--- src/rtl/ooo_pkg.sv ---
// Shared out-of-order core parameters and the retirement-RAT walk state encoding.
// No logic; types and constants only.
// Imported by the RRAT interface, walker and top.
package ooo_pkg;

  localparam int NUM_AREG = 32;  // architectural registers, entry 0 is $zero
  localparam int AREG_W   = 5;   // architectural register index width
  localparam int PREG_W   = 6;   // physical register index width (64 regs)

  // Walk counter carries one extra bit so the terminal count never aliases entry 0.
  localparam int WALK_W = AREG_W + 1;

  typedef logic [AREG_W-1:0] areg_t;
  typedef logic [PREG_W-1:0] preg_t;
  typedef logic [WALK_W-1:0] walk_cnt_t;

  typedef enum logic {
    IDLE    = 1'b0,
    RECOVER = 1'b1
  } rrat_state_t;

  // Index of the final entry in a recovery walk.
  localparam walk_cnt_t WALK_LAST = walk_cnt_t'(NUM_AREG - 1);

  // True when a commit actually writes the map ($zero is never remapped).
  function automatic logic commit_accepted(input logic vld, input areg_t areg);
    return vld && (areg != '0);
  endfunction

endpackage

--- src/rtl/rrat_recovery_if.sv ---
// Bundle between the ROB commit/flush side and the retirement RAT.
// Latency: n/a (wires only).
// Backpressure: none; the master sees rec_busy as its stall indication.
interface rrat_recovery_if;

  // commit / flush from the reorder buffer
  logic                   commit_valid;
  logic [ooo_pkg::AREG_W-1:0] commit_areg;
  logic [ooo_pkg::PREG_W-1:0] commit_preg;
  logic                   flush;

  // free-list return
  logic                   free_valid;
  logic [ooo_pkg::PREG_W-1:0] free_preg;

  // recovery stream towards the front-end RAT
  logic                   rec_valid;
  logic [ooo_pkg::AREG_W-1:0] rec_areg;
  logic [ooo_pkg::PREG_W-1:0] rec_preg;
  logic                   rec_busy;
  logic                   rec_done;

  // sticky duplicate-mapping error
  logic                   dup_err;

  // ROB / front-end side
  modport master (
    output commit_valid, commit_areg, commit_preg, flush,
    input  free_valid, free_preg,
    input  rec_valid, rec_areg, rec_preg, rec_busy, rec_done,
    input  dup_err
  );

  // retirement RAT side
  modport slave (
    input  commit_valid, commit_areg, commit_preg, flush,
    output free_valid, free_preg,
    output rec_valid, rec_areg, rec_preg, rec_busy, rec_done,
    output dup_err
  );

endinterface

--- src/rtl/rrat_walker.sv ---
// Recovery walk sequencer: IDLE/RECOVER FSM, entry counter, valid/busy/done strobes.
// Latency: first entry one cycle after flush is sampled; done pulses one cycle after the last entry.
// Backpressure: none; rec_busy asserts combinationally on flush and holds through the walk.
module rrat_walker
  import ooo_pkg::*;
(
  input  logic  clk,
  input  logic  reset,      // asynchronous, active-low
  input  logic  flush,
  output logic  rec_valid,
  output areg_t rec_idx,
  output logic  rec_busy,
  output logic  rec_done
);

  rrat_state_t state_q, state_d;
  walk_cnt_t   cnt_q, cnt_d;
  logic        done_q, done_d;

  // State, counter and done-pulse registers; reset aborts any walk without a done.
  always_ff @(posedge clk or negedge reset) begin
    if (!reset) begin
      state_q <= IDLE;
      cnt_q   <= '0;
      done_q  <= 1'b0;
    end else begin
      state_q <= state_d;
      cnt_q   <= cnt_d;
      done_q  <= done_d;
    end
  end

  // Next-state and stream outputs; a flush always (re)starts the walk at entry 0.
  always_comb begin
    state_d   = state_q;
    cnt_d     = cnt_q;
    done_d    = 1'b0;
    rec_valid = 1'b0;
    rec_idx   = '0;

    case (state_q)
      IDLE: begin
        if (flush) begin
          state_d = RECOVER;
          cnt_d   = '0;
        end
      end
      RECOVER: begin
        rec_valid = 1'b1;
        rec_idx   = cnt_q[AREG_W-1:0];
        if (flush) begin
          // aborted walk: restart, and the pending done is never raised
          cnt_d = '0;
        end else if (cnt_q == WALK_LAST) begin
          state_d = IDLE;
          cnt_d   = '0;
          done_d  = 1'b1;
        end else begin
          cnt_d = cnt_q + walk_cnt_t'(1);
        end
      end
      default: begin
        state_d = IDLE;
        cnt_d   = '0;
      end
    endcase
  end

  // Rename must stall in the flush cycle itself, before the FSM has moved.
  assign rec_busy = flush | (state_q == RECOVER);
  assign rec_done = done_q;

endmodule

--- src/rtl/rrat_recovery.sv ---
// Retirement RAT: committed arch->phys map, superseded-register free return, flush-time map replay.
// Latency: free_* one cycle after commit; recovery stream one entry/cycle starting the cycle after flush.
// Backpressure: none accepted; rename stalls on rec_busy. Optional dup check under RRAT_DUP_CHECK_EN.
module rrat_recovery
  import ooo_pkg::*;
(
  input  logic           clk,
  input  logic           reset,   // asynchronous, active-low
  rrat_recovery_if.slave bus
);

  preg_t map_q [NUM_AREG];
  preg_t map_d [NUM_AREG];

  logic  free_valid_q, free_valid_d;
  preg_t free_preg_q,  free_preg_d;

  logic  commit_acc;
  preg_t old_preg;

  logic  walk_vld;
  areg_t walk_idx;

  assign commit_acc = commit_accepted(bus.commit_valid, bus.commit_areg);
  assign old_preg   = map_q[bus.commit_areg];

  // Map and free-return registers; reset restores the identity mapping.
  always_ff @(posedge clk or negedge reset) begin
    if (!reset) begin
      for (int i = 0; i < NUM_AREG; i++) begin
        map_q[i] <= preg_t'(i);
      end
      free_valid_q <= 1'b0;
      free_preg_q  <= '0;
    end else begin
      map_q        <= map_d;
      free_valid_q <= free_valid_d;
      free_preg_q  <= free_preg_d;
    end
  end

  // Commit update and the register it supersedes; re-committing the same mapping frees nothing.
  always_comb begin
    map_d        = map_q;
    free_valid_d = 1'b0;
    free_preg_d  = '0;
    if (commit_acc) begin
      map_d[bus.commit_areg] = bus.commit_preg;
      if (old_preg != bus.commit_preg) begin
        free_valid_d = 1'b1;
        free_preg_d  = old_preg;
      end
    end
  end

  assign bus.free_valid = free_valid_q;
  assign bus.free_preg  = free_preg_q;

  rrat_walker u_walker (
    .clk       (clk),
    .reset     (reset),
    .flush     (bus.flush),
    .rec_valid (walk_vld),
    .rec_idx   (walk_idx),
    .rec_busy  (bus.rec_busy),
    .rec_done  (bus.rec_done)
  );

  // The stream reads the live map, so a commit landing with (or after) the flush is replayed.
  assign bus.rec_valid = walk_vld;
  assign bus.rec_areg  = walk_idx;
  assign bus.rec_preg  = walk_vld ? map_q[walk_idx] : '0;

`ifdef RRAT_DUP_CHECK_EN
  logic dup_hit;
  logic dup_err_q, dup_err_d;

  // Does the incoming physical register already back some other architectural register?
  always_comb begin
    dup_hit = 1'b0;
    for (int j = 0; j < NUM_AREG; j++) begin
      if ((areg_t'(j) != bus.commit_areg) && (map_q[j] == bus.commit_preg)) begin
        dup_hit = 1'b1;
      end
    end
  end

  // Sticky error: only reset clears it.
  always_comb begin
    dup_err_d = dup_err_q | (commit_acc & dup_hit);
  end

  // Error flag register.
  always_ff @(posedge clk or negedge reset) begin
    if (!reset) begin
      dup_err_q <= 1'b0;
    end else begin
      dup_err_q <= dup_err_d;
    end
  end

  assign bus.dup_err = dup_err_q;
`else
  assign bus.dup_err = 1'b0;
`endif

endmodule

--- src/flat_wrapper.sv ---
// flat-port wrapper written by rule: the top's interface ports become plain ports
module rrat_recovery_flat import ooo_pkg::*;
  (clk, reset, bus_commit_valid, bus_commit_areg, bus_commit_preg, bus_flush, bus_free_valid, bus_free_preg, bus_rec_valid, bus_rec_areg, bus_rec_preg, bus_rec_busy, bus_rec_done, bus_dup_err);
  rrat_recovery_if bus_i ();
  input  logic clk;
  input  logic reset;
  input wire logic [$bits(bus_i.commit_valid)-1:0] bus_commit_valid;
  input wire logic [$bits(bus_i.commit_areg)-1:0] bus_commit_areg;
  input wire logic [$bits(bus_i.commit_preg)-1:0] bus_commit_preg;
  input wire logic [$bits(bus_i.flush)-1:0] bus_flush;
  output wire logic [$bits(bus_i.free_valid)-1:0] bus_free_valid;
  output wire logic [$bits(bus_i.free_preg)-1:0] bus_free_preg;
  output wire logic [$bits(bus_i.rec_valid)-1:0] bus_rec_valid;
  output wire logic [$bits(bus_i.rec_areg)-1:0] bus_rec_areg;
  output wire logic [$bits(bus_i.rec_preg)-1:0] bus_rec_preg;
  output wire logic [$bits(bus_i.rec_busy)-1:0] bus_rec_busy;
  output wire logic [$bits(bus_i.rec_done)-1:0] bus_rec_done;
  output wire logic [$bits(bus_i.dup_err)-1:0] bus_dup_err;
  assign bus_i.commit_valid = bus_commit_valid;
  assign bus_i.commit_areg = bus_commit_areg;
  assign bus_i.commit_preg = bus_commit_preg;
  assign bus_i.flush = bus_flush;
  assign bus_free_valid = bus_i.free_valid;
  assign bus_free_preg = bus_i.free_preg;
  assign bus_rec_valid = bus_i.rec_valid;
  assign bus_rec_areg = bus_i.rec_areg;
  assign bus_rec_preg = bus_i.rec_preg;
  assign bus_rec_busy = bus_i.rec_busy;
  assign bus_rec_done = bus_i.rec_done;
  assign bus_dup_err = bus_i.dup_err;
  rrat_recovery u_core (.clk(clk), .reset(reset), .bus(bus_i));
endmodule
--- config.mk ---
export PLATFORM = sky130hd
export DESIGN_NAME = rrat_recovery_flat
export DESIGN_NICKNAME = d
export VERILOG_FILES = /design/src/rtl/ooo_pkg.sv /design/src/rtl/rrat_recovery_if.sv /design/src/rtl/rrat_walker.sv /design/src/rtl/rrat_recovery.sv /design/src/flat_wrapper.sv
export SDC_FILE = /design/constraint.sdc
export NUM_CORES = 1
export LEC_CHECK = 0
export CAP_MARGIN = 20
export CORE_MARGIN = 2
export CORE_UTILIZATION = 56
export DETAILED_ROUTE_END_ITERATION = 6
export GPL_ROUTABILITY_DRIVEN = 0
export PLACE_DENSITY = 0.87
export REMOVE_ABC_BUFFERS = 1
export SLEW_MARGIN = 20
export SYNTH_ARGS = -nofsm -noshare
export SYNTH_HDL_FRONTEND = slang
export SYNTH_HIERARCHICAL = 1
export SYNTH_SLANG_ARGS = --single-unit
--- constraint.sdc ---
create_clock -name clk -period 4.2 [get_ports clk]
set_input_delay 1.26 -clock clk [delete_from_list [all_inputs] [get_ports clk]]
set_output_delay 1.26 -clock clk [all_outputs]
set_load 0.02 [all_outputs]
==> summary.md, run 1 <==
| Metric | Value |
|---|---|
| Period utilisation layout | 0.9849 |
| Final Non-Filler Cells | 1108 |
| Distinct cells, synth | 48 |
| CTS Buf Count | 23 |
| Initial Util | 0.5737 |
| Mean number of vias per cell | 7.026 |
| Arrival @ worst endpoint | between 2 and 3 ns |
| CP Launch Point | u_core/u_walker/state_q |
| Nets | 843 |
| CTS H-tree lvls | 1 |
| Clk root buf | clkbuf_16 |
| Remaining design rule violation count | 14 |
| Core Util, Final | 0.6603 |
| Post-layout min period | about 4.1 ns |
| Routed len/inst | around 28 um |
| TritonCTS clock tree | built |
| Inst Count DP | approximately 1100 |
| Number of diodes | 0 |
| Post-route cell area | 12940 um^2 |
| Clk slew on worst S/H paths | 0.06 ns |
| Pin count of the biggest net entering global routing | 104 |
| Area of the multi-input gates | 5694 um^2 |
| Placed cell area | roughly 12000 um^2 |
| Top Ports | 37 |
| Critical Path Sink Type | output port |
| Clock skew | 0.01048 ns |
| First-pass GRT wire length | 47.48 mm |
| #FFs+latches synth | 207 |
| Most common cell after layout, fill and taps aside | mux2_2 |
| Synth area leaders | dfrtp_1 28%, dfstp_2 19%, mux2_2 19%, mux4_2 15%, mux2i_1 6.3% |
| GRT Overall Usage | 0.2905 |
| Async SR Flop Fraction | 1.000 |
| Syn Inst Count | between 700 and 800 |
| Share of post-route cells with drive strength above 1 | 0.5267 |
| Reg-to-Reg Start | u_core/map_q[95] |
| CP Data Required Time | 2.94 ns |
| Syn avg cell area | 14.39 um^2 |
| Hold Path Class | register to register |
| Area of the die | 21220 um^2 |
| Final setup viols | 0 |
| Area Growth Syn to Fin | 15.11% |
| Post-synth EDFFs | 0 |
| Seq. cell area | between 5000 and 6000 um^2 |
| CP top delay family | multiplexers |
| Ys flop type | dfrtp_1 |
| Worst stage delay on the critical path | between 0.5 and 0.6 ns |
| Worst Max-Slew Pin Slew | between 0.8 and 0.9 ns |
| Pwr per Cell Area | 471.5 nW/um^2 |
| Row cnt | between 50 and 60 |
| CP max-delay cell | mux4_2 |
| Number of global-route vias before repair | 7773 |
| Commonest cells after routing, fill and taps aside | 186 x mux2_2, 127 x dfrtp_1, 80 x dfstp_2 |
| Clk sinks | 207 |
| Die H | 145.7 um |
| CTS max path bufs | 3 |
| HP Start | u_core/map_q[186] |
| Largest fanout on the critical path | 6 |
| Crit path buffers/inverters | 3 |
| Routed Antenna Nets | 0 |
| Status | finished with violations |
| DRT iter0 DRCs | between 1000 and 1500 |
| Crit-path most repeated cell | mux4_2 |
| Hold-fix buffers, CTS | 0 |
| Setup CP Type | register to output port |
| Core Region | just under 20000 um^2 |
| HPWL after DPL | between 20 and 25 mm |
| Vias | 7785 |
| Congestion Overflow GR | 0 |
| Max Slew Vio Count | 0 |
| Initial antenna violation count | 0 |
| Cell Chain, Critical Path | and2_4 > buf_6 > clkbuf_16 > mux4_2 > mux4_2 > mux2i_1 > nor2b_1 > buf_2 |
| WL final | 30.91 mm |
| Fillers | 1366 |
| Max_cap viols | 0 |
| Leakage power | 5.343 nW |
| Failing checks | design-rule violations |
| Clock latency on the worst-skew pair | 0.51 ns |
| Critical path startpoint category | register |
| DIE WIDTH | 145.7 um |
| RSZ-0062 raised after global routing | false |
| Synthesized cell area | 11240 um^2 |
| Top-area cell type share of the netlist area | 0.2828 |
| Number of buffers added on ports | 35 |
| Top achievable clock speed | 241.8 MHz |
| Fin. Hold Viols | 0 |
| Slew headroom | 0.4225 |
| Area leader, netlist | dfrtp_1 |
| First-pass DRT Iterations | 7 |
| Sequential area share after synthesis | 0.4698 |
| Peak VDD IR | 0.2822 mV |
| Yosys warns | 6 |
registers in the layout, indices dropped and copies added, names as in the netlist:
signal / cells
u_core/bus.free_valid: 1
u_core/u_walker/state_q: 1
u_core/u_walker/rec_done: 1
u_core/u_walker/cnt_q: 6
u_core/map_q: 192
u_core/bus.free_preg: 6
Yosys cell counts, types with 8 or more instances:
library cell	n
buf_2	8
nor2b_1	8
mux4_2	76
o22ai_1	31
mux2_2	186
nand2_1	24
dfstp_2	80
a22oi_1	8
nor2_1	26
mux2i_1	71
clkbuf_1	37
dfrtp_1	127
worst paths after layout:
kind	slack, ns	end	cells past startpoint
worst max-delay path	0.06	bus_rec_preg[1]	8
max in group asynchronous	2.48	u_core/map_q[84]	2
worst min register to register	0.40	u_core/map_q[186]	0
worst max register to register	1.29	u_core/bus.free_preg[4]	7
min in group asynchronous	0.85	u_core/map_q[102]	1
worst min-delay path	0.40	u_core/map_q[186]	0
cells by family after synthesis:
| logic type | after synthesis | share of synthesized area |
|---|---|---|
| other cells | 1 | 0.0003337 |
| compound gates | 50 | 0.02906 |
| fa+ha+maj | 1 | 0.001113 |
| xor+xnor | 6 | 0.004676 |
| flops | 207 | 0.4698 |
| buf+inv | 61 | 0.02561 |
| mux | 333 | 0.4019 |
| simple gates | 122 | 0.06747 |
report_power, final:
group	leakage [nW]	switching [mW]	internal, mW	total, mW
sequential	2.47	0.289	2.47	2.76
combinational	2.51	0.634	0.732	1.37
clock	0.362	0.788	1.18	1.97
total	5.34	1.71	4.39	6.10
layer usage:
metal / GRT usage / vias up / wire [um]
met3: 0.05799 / 123 / 3140
met2: 0.4580 / 513 / 14170
li1: - / 3111 / -
met5: 0 / - / 0
met4: 0.1221 / 0 / 1674
met1: 0.3980 / 4038 / 11930
through the flow:
stage	hold WS (ns)	setup WS, ns	total power [mW]	setup TNS (ns)
finish	0.4019	0.06351	6.099	0
global route	0.4111	0.005083	6.299	0
CTS	0.4005	0.04619	6.066	0
detailed placement	0.3906	0.01499	4.070	0
global placement	0.3802	0.1292	3.998	0
floorplan	0.3653	-1.216	3.521	-7.295
repair_timing:
action / CTS / global route
resized for setup: 29 / 3
setup endpoints to repair: 6 / 5
gates cloned: 2 / 2
buffers inserted: 3 / 1
pin swaps: 1 / 1
final cells by class:
class / count / area share
clock inverters: 7 / 0.006577
flip-flops and latches: 207 / 0.4082
clock buffers: 34 / 0.05000
multi-input cells: 513 / 0.4402
well taps: 265 / 0.02563
repair buffers: 80 / 0.06887
inverters: 2 / 0.0005803
Power figures use the tool's default switching activity.
==> run 2, diff against run 1 <==
--- a/config.mk
+++ b/config.mk
@@ -11,6 +11,7 @@
 export DETAILED_ROUTE_END_ITERATION = 6
 export GPL_ROUTABILITY_DRIVEN = 0
 export PLACE_DENSITY = 0.87
+export RECOVER_POWER = 100
 export REMOVE_ABC_BUFFERS = 1
 export SLEW_MARGIN = 20
 export SYNTH_ARGS = -nofsm -noshare
==> run 2 against run 1 <==
Against the previous run:
- the flow finishes with violations (design-rule violations, max-capacitance violations, max-slew violations)
- first-iteration DRC count down 0.60%
- sequential power about the same
- fmax down 0.31%
- sequential share of layout area up 0.11 points
- critical path depth unchanged
- via count down 0.44%
- flip-flop and latch count unchanged
- combinational power about the same
- non-clock buffer count unchanged
- worst setup slack worse by 0.013 ns
- clock power about the same
- register-to-register slack worse by 0.18 ns
==> summary.md, run 2 (synthesis results as in run 1) <==
| Metric | Value |
|---|---|
| Initial antenna violation count | 0 (unchanged) |
| CP Data Required Time | 2.94 ns (about the same) |
| Inst Count DP | 1059 (unchanged) |
| Peak VDD IR | 0.2818 mV (-0.14%) |
| Top achievable clock speed | 241.0 MHz (-0.31%) |
| Nets | 843 (unchanged) |
| HPWL after DPL | 20.96 mm (unchanged) |
| Commonest cells after routing, fill and taps aside | 178 x mux2_2, 127 x dfrtp_1, 80 x dfstp_2 |
| TritonCTS clock tree | built |
| DIE WIDTH | 145.7 um (unchanged) |
| GRT Overall Usage | 0.2905 (unchanged) |
| Area of the multi-input gates | 5682 um^2 (-0.22%) |
| Clk root buf | clkbuf_16 |
| Core Region | 19590 um^2 (unchanged) |
| Total negative setup slack | 0 ns (unchanged) |
| Most common cell after layout, fill and taps aside | mux2_2 |
| Clk slew on worst S/H paths | 0.06 ns (about the same) |
| Status | finished with violations |
| CTS H-tree lvls | 1 (unchanged) |
| Number of diodes | 0 (unchanged) |
| Largest fanout on the critical path | 6 (unchanged) |
| WL final | 30.76 mm (-0.49%) |
| Area Growth Syn to Fin | 14.79% |
| Fin. Hold Viols | 0 (unchanged) |
| Seq. cell area | 5280 um^2 (unchanged) |
| Mean number of vias per cell | 6.995 (-0.44%) |
| Leakage power | 5.347 nW (about the same) |
| Final Non-Filler Cells | 1108 (unchanged) |
| Max Slew Vio Count | 102 (+102) |
| Hold Path Class | register to register |
| Critical Path Sink Type | output port |
| Total power | 6.082 mW (-0.29%) |
| Largest register FFs | 192 (unchanged) |
| Area of the die | 21220 um^2 (unchanged) |
| Final setup viols | 0 (unchanged) |
| Die H | 145.7 um (unchanged) |
| Congestion Overflow GR | 0 (unchanged) |
| Share of post-route cells with drive strength above 1 | 0.5113 (-0.01542) |
| Number of buffers added on ports | 35 (unchanged) |
| Placed cell area | 12070 um^2 (unchanged) |
| Number of global-route vias before repair | 7773 (unchanged) |
| Setup CP Type | register to output port |
| Clock skew | 0.01122 ns (+0.0007351 ns) |
| Clock latency on the worst-skew pair | 0.51 ns (about the same) |
| First-pass DRT Iterations | 7 (unchanged) |
| First-pass GRT wire length | 47.48 mm (unchanged) |
| Fillers | 1374 (+0.59%) |
| Hold-fix buffers, CTS | 0 (unchanged) |
| Reg with most FFs | u_core/map_q |
| Max_cap viols | 1 (+1) |
| Remaining design rule violation count | 16 (+2) |
| Row cnt | 51 (unchanged) |
| RSZ-0062 raised after global routing | false |
| Worst Max-Slew Pin Slew | 2.681 ns (+1.815 ns) |
| Period utilisation layout | 0.9880 (+0.003081) |
| Routed Antenna Nets | 0 (unchanged) |
| Arrival @ worst endpoint | 2.89 ns (about the same) |
| Post-route cell area | 12900 um^2 (-0.28%) |
| Initial Util | 0.5737 (unchanged) |
| Routed len/inst | 27.76 um (-0.49%) |
| CTS Buf Count | 23 (unchanged) |
| Top Ports | 37 (unchanged) |
| Slew headroom | -0.7872 (-1.210) |
| Pin count of the biggest net entering global routing | 104 (unchanged) |
| Vias | 7751 (-0.44%) |
| Post-layout min period | 4.149 ns (+0.01294 ns) |
| DRT iter0 DRCs | 996 (-0.60%) |
| Pwr per Cell Area | 471.5 nW/um^2 (about the same) |
| Clk sinks | 207 (unchanged) |
| Critical path startpoint category | register |
| Failing checks | design-rule violations, max-capacitance violations, max-slew violations |
| CTS max path bufs | 3 (unchanged) |
run 2: cell count changes in the layout (fill, tap and decap cells not counted):
cell / delta
dlygate4sd3_1: +16
and2_1: -1
and2_0: +1
mux2_1: +8
clkbuf_2: +1
mux2_2: -8
clkdlybuf4s50_1: -16
clkbuf_8: -1
buf_4: -4
nor4_2: +1
or4_1: +1
clkbuf_1: +4
nor4_4: -1
or4_4: -1
run 2: metal layers:
metal	GRT usage	vias up	wire (um)
li1	-	3112	-
met1	0.3980	4005	11860
met2	0.4580	492	14120
met3	0.05799	142	2963
met4	0.1221	0	1821
met5	0	-	0
run 2: critical path: stages (launching register included):
cell	delay (ns)
dfrtp_1	0.38
and2_4	0.22
buf_6	0.15
clkbuf_16	0.17
mux4_2	0.50
mux4_2	0.53
mux2i_1	0.21
nor2b_1	0.07
buf_2	0.16
run 2: timing repair:
action,in CTS,in global routing
pin swaps,1,1
cloned,2,2
setup endpoints to repair,6,5
buffers inserted,3,1
resized for setup,29,3
run 2: path summary, 6_finish.rpt:
check | start | to | slack, ns | cells after the start
worst max-delay path | u_core/u_walker/state_q | bus_rec_preg[1] | 0.05 | 8
worst min-delay path | u_core/map_q[190] | u_core/map_q[190] | 0.40 | 0
worst max register to register | u_core/map_q[95] | u_core/bus.free_preg[1] | 1.11 | 7
worst min register to register | u_core/map_q[190] | u_core/map_q[190] | 0.40 | 0
max in group asynchronous | reset | u_core/map_q[92] | 0.80 | 2
min in group asynchronous | reset | u_core/map_q[102] | 1.58 | 1
run 2: report_power, final:
group	leakage, nW	internal (mW)	total [mW]	switching (mW)
combinational	2.51	0.720	1.35	0.628
sequential	2.47	2.47	2.76	0.289
clock	0.362	1.18	1.97	0.789
total	5.35	4.38	6.08	1.71
run 2: layout make-up:
cell class,instances,area share
Clock buffer,34,0.05015
Multi-Input combinational cell,513,0.4404
Timing Repair Buffer,80,0.06722
Clock inverter,7,0.006596
Tap cell,265,0.02570
Inverter,2,0.0005820
Sequential cell,207,0.4093
run 2: stage by stage:
stage / util / worst slack [ns] / hold slack (ns)
2_1_floorplan: - / -1.216 / 0.3653
6_report: 0.6585 / 0.05056 / 0.4012
3_3_place_gp: 0.6160 / 0.1292 / 0.3802
3_5_place_dp: 0.6160 / 0.01499 / 0.3906
5_1_grt: 0.6585 / 0.001375 / 0.4111
4_1_cts: 0.6566 / 0.04619 / 0.4005
